## src/rtl/multi_digit_ssd_mux_if.sv

```systemverilog
// Bus bundle for multi_digit_ssd_mux.
//   master : formatting logic side; drives value/dp/lz/load, observes display pins
//   slave  : display driver side
// Signals:
//   i_value       4*par_digits  hex nibbles, digit 0 in bits [3:0]
//   i_dp          par_digits    decimal point request per digit
//   i_lz_suppress 1             leading-zero suppression enable (sampled with i_load)
//   i_load        1             one-cycle strobe capturing the three fields above
//   o_seg         7             segments {g,f,e,d,c,b,a}, active-high
//   o_dp          1             decimal point, active-high
//   o_sel         par_digits    one-hot digit select
//   o_frame_tick  1             one-cycle pulse at each frame wrap
interface multi_digit_ssd_mux_if #(
  parameter int par_digits = 4
);
  logic [4*par_digits-1:0] i_value;
  logic [par_digits-1:0]   i_dp;
  logic                    i_lz_suppress;
  logic                    i_load;
  logic [6:0]              o_seg;
  logic                    o_dp;
  logic [par_digits-1:0]   o_sel;
  logic                    o_frame_tick;

  modport master (
    output i_value, i_dp, i_lz_suppress, i_load,
    input  o_seg, o_dp, o_sel, o_frame_tick
  );

  modport slave (
    input  i_value, i_dp, i_lz_suppress, i_load,
    output o_seg, o_dp, o_sel, o_frame_tick
  );
endinterface

```

## src/rtl/multi_digit_ssd_mux.sv

```systemverilog
// N-digit hex seven-segment multiplexer, single 20 MHz clock domain.
// Each digit owns a slot of par_slot_cycles; the first par_blank_cycles of a
// slot keep every select inactive to avoid ghosting. Loaded values land in a
// shadow set and are promoted to the active set only at frame wrap, so a
// displayed frame never mixes old and new data.
// Ports:
//   i_clk_20mhz  system clock
//   i_rst_20mhz  synchronous active-high reset
//   bus          multi_digit_ssd_mux_if.slave (value/dp/lz/load in, seg/dp/sel/tick out)
module multi_digit_ssd_mux #(
  parameter int par_digits         = 4,
  parameter int par_slot_cycles    = 50000,
  parameter int par_blank_cycles   = 1000,
  parameter bit par_sel_active_low = 1'b0
) (
  input logic                    i_clk_20mhz,
  input logic                    i_rst_20mhz,
  multi_digit_ssd_mux_if.slave   bus
);

  localparam int CNT_W = $clog2(par_slot_cycles);
  localparam int DIG_W = (par_digits > 1) ? $clog2(par_digits) : 1;
  localparam logic [CNT_W-1:0]      CNT_LAST = CNT_W'(par_slot_cycles - 1);
  localparam logic [DIG_W-1:0]      DIG_LAST = DIG_W'(par_digits - 1);
  localparam logic [par_digits-1:0] SEL_IDLE = {par_digits{par_sel_active_low}};

  typedef enum logic {PH_BLANK, PH_DRIVE} phase_t;

  function automatic logic [6:0] seg_decode(input logic [3:0] nib);
    case (nib)
      4'h0: seg_decode = 7'h3F;
      4'h1: seg_decode = 7'h06;
      4'h2: seg_decode = 7'h5B;
      4'h3: seg_decode = 7'h4F;
      4'h4: seg_decode = 7'h66;
      4'h5: seg_decode = 7'h6D;
      4'h6: seg_decode = 7'h7D;
      4'h7: seg_decode = 7'h07;
      4'h8: seg_decode = 7'h7F;
      4'h9: seg_decode = 7'h67;
      4'hA: seg_decode = 7'h77;
      4'hB: seg_decode = 7'h7C;
      4'hC: seg_decode = 7'h39;
      4'hD: seg_decode = 7'h5E;
      4'hE: seg_decode = 7'h79;
      4'hF: seg_decode = 7'h71;
      default: seg_decode = 7'h00;
    endcase
  endfunction

  // Slot position state and data register sets
  logic [CNT_W-1:0]        cnt_p0, cnt_n;
  logic [DIG_W-1:0]        dig_p0, dig_n;
  logic                    wrap_p0, wrap_n;
  logic [4*par_digits-1:0] shd_value, act_value;
  logic [par_digits-1:0]   shd_dp, act_dp;
  logic                    shd_lz, act_lz;

  // Registered display outputs
  logic [6:0]              seg_p1, seg_n;
  logic                    dp_p1, dp_n;
  logic [par_digits-1:0]   sel_p1, sel_n;
  logic                    tick_p1;

  phase_t                  phase;
  logic [par_digits-1:0]   supp;
  logic                    lz_scan;
  logic [3:0]              cur_nib;
  logic                    cur_dp;
  logic                    cur_supp;

  // Leading-zero mask: walk down from the top digit until a nonzero nibble
  // or a requested dp stops the scan. Digit 0 is never part of the walk.
  always_comb begin
    supp    = '0;
    lz_scan = act_lz;
    for (int k = par_digits - 1; k >= 1; k--) begin
      if (lz_scan && (act_value[4*k +: 4] == 4'h0) && !act_dp[k]) supp[k] = 1'b1;
      else lz_scan = 1'b0;
    end
  end

  // Next slot position, phase and output values
  always_comb begin
    cnt_n  = cnt_p0 + 1'b1;
    dig_n  = dig_p0;
    wrap_n = 1'b0;
    if (cnt_p0 == CNT_LAST) begin
      cnt_n = '0;
      if (dig_p0 == DIG_LAST) begin
        dig_n  = '0;
        wrap_n = 1'b1;
      end else begin
        dig_n = dig_p0 + 1'b1;
      end
    end

    phase = (int'(cnt_p0) < par_blank_cycles) ? PH_BLANK : PH_DRIVE;

    cur_nib  = 4'h0;
    cur_dp   = 1'b0;
    cur_supp = 1'b0;
    sel_n    = '0;
    for (int k = 0; k < par_digits; k++) begin
      if (dig_p0 == DIG_W'(k)) begin
        cur_nib  = act_value[4*k +: 4];
        cur_dp   = act_dp[k];
        cur_supp = supp[k];
        sel_n[k] = (phase == PH_DRIVE);
      end
    end
    sel_n = sel_n ^ SEL_IDLE;

    // Suppressed digits keep their select so every digit has the same duty.
    seg_n = 7'h00;
    dp_n  = 1'b0;
    if (phase == PH_DRIVE && !cur_supp) begin
      seg_n = seg_decode(cur_nib);
      dp_n  = cur_dp;
    end
  end

  always_ff @(posedge i_clk_20mhz) begin
    if (i_rst_20mhz) begin
      cnt_p0    <= '0;
      dig_p0    <= '0;
      wrap_p0   <= 1'b0;
      shd_value <= '0;
      shd_dp    <= '0;
      shd_lz    <= 1'b0;
      act_value <= '0;
      act_dp    <= '0;
      act_lz    <= 1'b0;
      seg_p1    <= 7'h00;
      dp_p1     <= 1'b0;
      sel_p1    <= SEL_IDLE;
      tick_p1   <= 1'b0;
    end else begin
      cnt_p0  <= cnt_n;
      dig_p0  <= dig_n;
      wrap_p0 <= wrap_n;
      if (bus.i_load) begin
        shd_value <= bus.i_value;
        shd_dp    <= bus.i_dp;
        shd_lz    <= bus.i_lz_suppress;
      end
      // Nonblocking read of the shadow: a load on the wrap edge waits a frame.
      if (wrap_n) begin
        act_value <= shd_value;
        act_dp    <= shd_dp;
        act_lz    <= shd_lz;
      end
      seg_p1  <= seg_n;
      dp_p1   <= dp_n;
      sel_p1  <= sel_n;
      // Delayed one edge so the pulse lines up with digit 0's first blank cycle.
      tick_p1 <= wrap_p0;
    end
  end

  assign bus.o_seg        = seg_p1;
  assign bus.o_dp         = dp_p1;
  assign bus.o_sel        = sel_p1;
  assign bus.o_frame_tick = tick_p1;

endmodule

```

## src/flat_wrapper.sv

```systemverilog
// flat-port wrapper written by rule: the top's interface ports become plain ports
module multi_digit_ssd_mux_flat 
#(
  parameter int par_digits         = 4,
  parameter int par_slot_cycles    = 50000,
  parameter int par_blank_cycles   = 1000,
  parameter bit par_sel_active_low = 1'b0
)
  (i_clk_20mhz, i_rst_20mhz, bus_i_value, bus_i_dp, bus_i_lz_suppress, bus_i_load, bus_o_seg, bus_o_dp, bus_o_sel, bus_o_frame_tick);
  multi_digit_ssd_mux_if #(.par_digits(par_digits)) bus_i ();
  input logic i_clk_20mhz;
  input logic i_rst_20mhz;
  input wire logic [$bits(bus_i.i_value)-1:0] bus_i_value;
  input wire logic [$bits(bus_i.i_dp)-1:0] bus_i_dp;
  input wire logic [$bits(bus_i.i_lz_suppress)-1:0] bus_i_lz_suppress;
  input wire logic [$bits(bus_i.i_load)-1:0] bus_i_load;
  output wire logic [$bits(bus_i.o_seg)-1:0] bus_o_seg;
  output wire logic [$bits(bus_i.o_dp)-1:0] bus_o_dp;
  output wire logic [$bits(bus_i.o_sel)-1:0] bus_o_sel;
  output wire logic [$bits(bus_i.o_frame_tick)-1:0] bus_o_frame_tick;
  assign bus_i.i_value = bus_i_value;
  assign bus_i.i_dp = bus_i_dp;
  assign bus_i.i_lz_suppress = bus_i_lz_suppress;
  assign bus_i.i_load = bus_i_load;
  assign bus_o_seg = bus_i.o_seg;
  assign bus_o_dp = bus_i.o_dp;
  assign bus_o_sel = bus_i.o_sel;
  assign bus_o_frame_tick = bus_i.o_frame_tick;
  multi_digit_ssd_mux #(.par_digits(par_digits), .par_slot_cycles(par_slot_cycles), .par_blank_cycles(par_blank_cycles), .par_sel_active_low(par_sel_active_low)) u_core (.i_clk_20mhz(i_clk_20mhz), .i_rst_20mhz(i_rst_20mhz), .bus(bus_i));
endmodule
```

## config.mk

```make
export PLATFORM = sky130hd
export DESIGN_NAME = multi_digit_ssd_mux_flat
export DESIGN_NICKNAME = d
export VERILOG_FILES = /design/src/rtl/multi_digit_ssd_mux_if.sv /design/src/rtl/multi_digit_ssd_mux.sv /design/src/flat_wrapper.sv
export SDC_FILE = /design/constraint.sdc
export NUM_CORES = 1
export LEC_CHECK = 0
export CAP_MARGIN = 20
export CORE_MARGIN = 5
export CORE_UTILIZATION = 55
export DETAILED_ROUTE_END_ITERATION = 8
export GPL_TIMING_DRIVEN = 0
export HOLD_SLACK_MARGIN = 0.05
export PLACE_DENSITY_LB_ADDON = 0.3
export SYNTH_ARGS = -nofsm -noshare
export SYNTH_HDL_FRONTEND = slang
export SYNTH_SLANG_ARGS = --single-unit
```

## constraint.sdc

```tcl
create_clock -name i_clk_20mhz -period 3.1 [get_ports i_clk_20mhz]
set_input_delay 0.62 -clock i_clk_20mhz [delete_from_list [all_inputs] [get_ports i_clk_20mhz]]
set_output_delay 0.62 -clock i_clk_20mhz [all_outputs]
set_load 0.02 [all_outputs]
```

Yosys cells after proc, flatten, opt, wreduce, memory -nomap -nowiden
Memory sizes are Yosys's and may differ from the RTL's. A register that Yosys moved wholly into a read port is not among the register bits.
Index checks and enable logic that the tools add are counted.
{"block": "word_totals", "reg_bits": 67, "ram_bits": 0, "rom_bits": 112, "latch_bits": 0, "elab_cells": 69, "mem_count": 1, "output_inout_bits": 13}
{"block": "op_classes", "mux": 20, "shift": 0, "bitwise": 5, "div_mod_pow": 0, "n_lt_le_gt_ge": 1, "mul": 0, "add_sub_neg": 2, "n_reduce_logical": 21, "n_eq_ne": 4}
{"memory": "(name not given)", "words": 16, "word_bits": 7, "rd": 1, "rd_clocked_by_memory_dff": 1, "write_ports": 0, "line": "multi_digit_ssd_mux.sv:30", "source": "case (nib)"}
{"operator": "16-bit by 1-bit adder with 16-bit output (second input constant)", "count": 1}
{"operator": "16-bit equality test (second input constant)", "count": 1}
{"operator": "16-bit by 10-bit less-than comparator with 1-bit output (second input constant)", "count": 1}
{"operator": "4-bit two-way mux", "count": 4}
{"operator": "1-bit two-way mux", "count": 15}
{"operator": "4-bit logical NOT", "count": 3}
{"operator": "2-bit OR reduction", "count": 6}
{"operator": "1-bit logical AND", "count": 7}
{"operator": "1-bit inverter", "count": 5}
{"operator": "2-bit equality test (second input constant)", "count": 2}
{"operator": "1-bit logical NOT", "count": 4}
{"operator": "2-bit by 1-bit adder with 2-bit output (second input constant)", "count": 1}
{"operator": "2-bit by 1-bit equality test with 1-bit output (second input constant)", "count": 1}
{"operator": "2-bit logical NOT", "count": 1}
{"operator": "2-bit two-way mux", "count": 1}

Longest topological paths before layout
{"block": "logic_depth", "depth_word": 17, "ltp_mapped": 11}

Worst setup path before layout
Ideal clock, no wire load.
{"block": "synth_path", "kind": "flip-flop to flip-flop", "startpoint": "register u_core.dig_p0[1]", "endpoint": "register u_core.seg_p1[3] (netlist: u_core.bus.o_seg[3])", "stages_incl_launch_ff": 11, "setup_slack_ps": 701, "required_ps": 3026, "period_less_slack_ps": 2399, "path_buffers": 1, "arrival_ps": 2325, "cell_sequence": "dfxtp_1 inv_1 ha_1 clkbuf_1 nand3b_1 a221oi_1 ha_1 inv_1 and2_1 a211o_1 a21oi_1"}
{"block": "synth_via", "elab_chain_cells": 8}
{"element": "start, declared", "line": "multi_digit_ssd_mux.sv:53", "source": "logic [DIG_W-1:0] dig_p0, dig_n;"}
{"element": "start signal, assigned", "line": "multi_digit_ssd_mux.sv:140", "source": "dig_p0 <= dig_n;"}
{"element": "2-bit by 1-bit equality test with 1-bit output", "line": "multi_digit_ssd_mux.sv:105", "source": "if (dig_p0 == DIG_W'(k)) begin"}
{"element": "1-bit two-way mux (3 in series)", "line": "multi_digit_ssd_mux.sv:105"}
{"element": "1-bit logical NOT", "line": "multi_digit_ssd_mux.sv:117", "source": "if (phase == PH_DRIVE && !cur_supp) begin"}
{"element": "1-bit logical AND", "line": "multi_digit_ssd_mux.sv:117"}
{"element": "1-bit inverter (no line)"}
{"element": "2-bit OR reduction (no line)"}
{"element": "end, declared", "line": "multi_digit_ssd_mux.sv:60", "source": "logic [6:0] seg_p1, seg_n;"}
Parallel ways exist; a longest one is shown, timed or not.
A chain may end at the register's enable or synchronous reset.

Final worst setup path
Ends and elaborated chain as after synthesis.

==> impl_metrics.toml <==
[run_status]
outcome = "completed"

[setup_path]
r2r_start = "u_core.dig_p0[1]"
r2r_setup_slack_ns = 0.46
rr_endpoint = "u_core.bus.o_seg[3]"
critical_path_arrival_ns = 2.91
critPathMaxStageDelay_ns = 0.44
critical_path_class = "reg -> reg"
r2r_cells = 11
worst_setup_path_end_kind = "flop"
crit_path_start_kind = "flop"
cp_cell_sequence = "inv_1 > ha_1 > clkbuf_1 > a21oi_1 > o21ai_0 > a22oi_1 > inv_1 > ha_1 > a211oi_1 > a31oi_1 > a21oi_1"
worstPathRequired_ns = 3.37
cp_max_fo = 10
crit_slowest_cell = "a22oi_1"

[power]
clkPwrFrac_pct = 46.1
power_frac_comb_pct = 4.3
p_total_mw = 1.98
power.density_mw_per_mm2 = 528
ir_worst_vdd_mv = 0.298
intPower_mw = 1.59
switching_share_pct = 19.5
p_switching_uw = 387
p_leak_nw = 1.51
power_frac_seq_pct = 49.6

[place]
gp_congestion = 0.840
dpl.hpwl_microns = 4290
numPortBuffers = 34

[global_route]
grt_pass1_wl_microns = 10300
grt_overflow_total = 0
grt_pass1_vias = 2177
grt_use_total_pct = 17.7
grt_antenna_before_repair = 0
grt_util_met2_pct = 26.5
use_met1_pct = 24.0
use_met3_pct = 5.69
grt.busiest_layer = "met2"
grt_max_degree = 13

[cts]
cts_sinks = 74
clock_latency_ns = 0.34
clk_pin_slew_ns = 0.07
post_cts_buffers = 0
cts.path.max_buffers = 2
h-tree-depth = 3
cts_tree = "built"
cts-root-buf = "clkbuf_8"
cts_buffers = 9

[min_path]
holdPathEnd = "u_core.bus.o_frame_tick"
min_path_cells = 1
hold_start = "u_core.wrap_p0"
hold_path.class = "reg -> reg"

[die]
start_util_pct = 56.0
die_area_sq_mm = 0.00716
ios = 37
die_w_microns = 84.6
die_h_microns = 84.6
rows = 27
core_area_sq_mm = 0.00547

[sta]
clock_skew_ns = 0.00549
hold_viol = 0
max_slew_margin_pct = 43.5
worst_pin_slew_ns = 0.842
min_period_ns = 2.64
slew_violations = 0
grt_setup_unrepaired = "false"
setup_viol = 0
max_freq_ghz = 0.379
fin_crit_sh_pct = 85.2
tns_ns = 0

[cells_and_area]
drive_gt1_share_pct = 9.22
synthToLayoutAreaGrowth_pct = 22.5
diodes = 0
fin_util_pct = 68.5
num-nets-final = 389

[drt]
drt-initial-drc-count = 162
dr_total_vias = 2298
route.detailed.wl_per_inst_microns = 14.0
via_per_inst = 5.34
ant_nets = 0
wl_microns = 6030
drc_errors = 0
dr.pass1.iters = 4

[synth]
synth-seq-area-share_pct = 48.4
synth.distinct_cells = 47
synth_area_leaders = "dfxtp_1 48%, mux2i_1 8.2%, a22o_1 6.0%, nor2_1 5.8%, ha_1 4.9%"
synth-adder-area-share_pct = 4.90
synth_mux_area_share_pct = 8.17
yosys.area_share.simple_pct = 16.7
synthCells = 308
synth_nets = 344
synth_top_family_by_area = "simple AND/OR/NAND/NOR gates"
yosysWarnings = 0
synth-seq-cells = 74
yosysTopAreaCell = "dfxtp_1"
synth_top_area_share_pct = 48.4
async_flop_share_pct = 0
syn_area_sq_mm = 0.00306
synth_xor_area_share_pct = 4.29
synth_flop_cell = "dfxtp_1"
avgSynthCellArea_sq_um = 9.94
synth_edf_count = 0
synth_compound_area_share_pct = 13.1

[run]
drv_cap = 0
flip-flops by register name, indices dropped and copies added (netlist names), 2 cells and up:
signal	cells
u_core.act_dp	4
u_core.act_value	16
u_core.bus.o_seg	7
u_core.bus.o_sel	4
u_core.cnt_p0	16
u_core.dig_p0	2
u_core.shd_dp	4
u_core.shd_value	16
worst max-delay path by stage:
stage | to | depth (start not counted) | from | slack [ns]
2_1_floorplan | u_core.bus.o_seg[3] | 10 | u_core.dig_p0[1] | 0.70
3_3_place_gp | u_core.bus.o_seg[1] | 10 | u_core.dig_p0[1] | 0.38
3_5_place_dp | u_core.bus.o_seg[3] | 10 | u_core.dig_p0[1] | 0.30
4_1_cts | u_core.bus.o_seg[3] | 10 | u_core.dig_p0[1] | 0.28
5_1_grt | u_core.bus.o_seg[3] | 11 | u_core.dig_p0[1] | 0.21
6_report | u_core.bus.o_seg[3] | 11 | u_core.dig_p0[1] | 0.46
per-layer routing:
layer | vias up | part of all wire (%)
li1 | 1176 | -
met1 | 1058 | 47
met2 | 56 | 45
met3 | 8 | 6.2
met4 | 0 | 1.5
met5 | - | 0
power groups by stage:
stage / Combinational [mW] / Sequential [mW] / Clock [mW]
2_1_floorplan: 0.0493 / 1.00 / 0
3_5_place_dp: 0.0854 / 1.00 / 0
4_1_cts: 0.0860 / 0.982 / 0.934
5_1_grt: 0.0944 / 0.984 / 0.982
3_3_place_gp: 0.0832 / 1.00 / 0
6_report: 0.0853 / 0.982 / 0.913
cell usage in the layout (no fill, tap or decap), types with 6 or more instances in the layout:
cell and count:
inv_1 12, buf_2 6, a21oi_1 7, clkbuf_8 11
mux2i_1 25, clkdlybuf4s50_1 34, xor2_1 9, a22o_1 21
xnor2_1 6, ha_1 12, nand2_1 12, dfxtp_1 74
nor2_1 47
through the flow:
| step | cells | area, sq um | setup slack (ns) | hold slack [ns] |
|---|---|---|---|---|
| finish | 430 | 3750 | 0.459 | 0.440 |
| detailed placement | 414 | 3490 | 0.299 | 0.428 |
| global placement | 414 | 3490 | 0.381 | 0.421 |
| floorplan | 308 | 3060 | 0.701 | 0.414 |
| global route | 430 | 3750 | 0.205 | 0.471 |
| CTS | 430 | 3740 | 0.280 | 0.445 |
cells in the mapped netlist, types with 2 or more instances:
cell,instances
dfxtp_1,74
nor2_1,47
mux2i_1,25
a22o_1,21
ha_1,12
inv_1,12
nand2_1,12
xor2_1,9
a21oi_1,7
buf_2,6
xnor2_1,6
and3_1,5
clkbuf_1,5
nand3_1,5
nand3b_1,4
nand4_1,4
nor4_1,4
o22ai_1,4
a311oi_1,3
buf_6,3
nor2b_1,3
nor3_1,3
nor3b_1,3
o21ai_0,3
a211oi_1,2
a31oi_1,2
and2_1,2
buf_1,2
nand4b_1,2
worst max-delay path, delay by kind of cell, from the launching register on:
| family | cells | cell delay, ns |
|---|---|---|
| flops | 1 | 0.38 |
| compound gates | 6 | 1.17 |
| buf+inv | 3 | 0.51 |
| fa+ha+maj | 2 | 0.50 |
area by class of cell:
type / count / area, sq um
clock buffers: 11 / 151
inverters: 12 / 45.0
fillers: 439 / 1720
clock inverters: 5 / 100
well taps: 72 / 90.1
plain buffers: 16 / 90.1
flip-flops and latches: 74 / 1480
repair buffers: 34 / 340
multi-input cells: 206 / 1450
cell families (layout without fill, tap and decap cells):
logic type                 after synthesis  count (layout)
adders and majority gates               12              12
DFF                                     74              74
buffers and inverters                   28              78
and+or+nand+nor                        101             101
xor gates and xnor gates                15              15
muxes                                   25              25
AOI/OAI and AO/OA                       53              53
timing repair:
action                                  in CTS  in global routing
endpoints found under the setup margin       0                  2
hold buffers                                 0                  0
hold endpoints to repair                     0                  0
gates resized for setup                      0                  1
No activity file was read; power rests on OpenSTA's default activity.
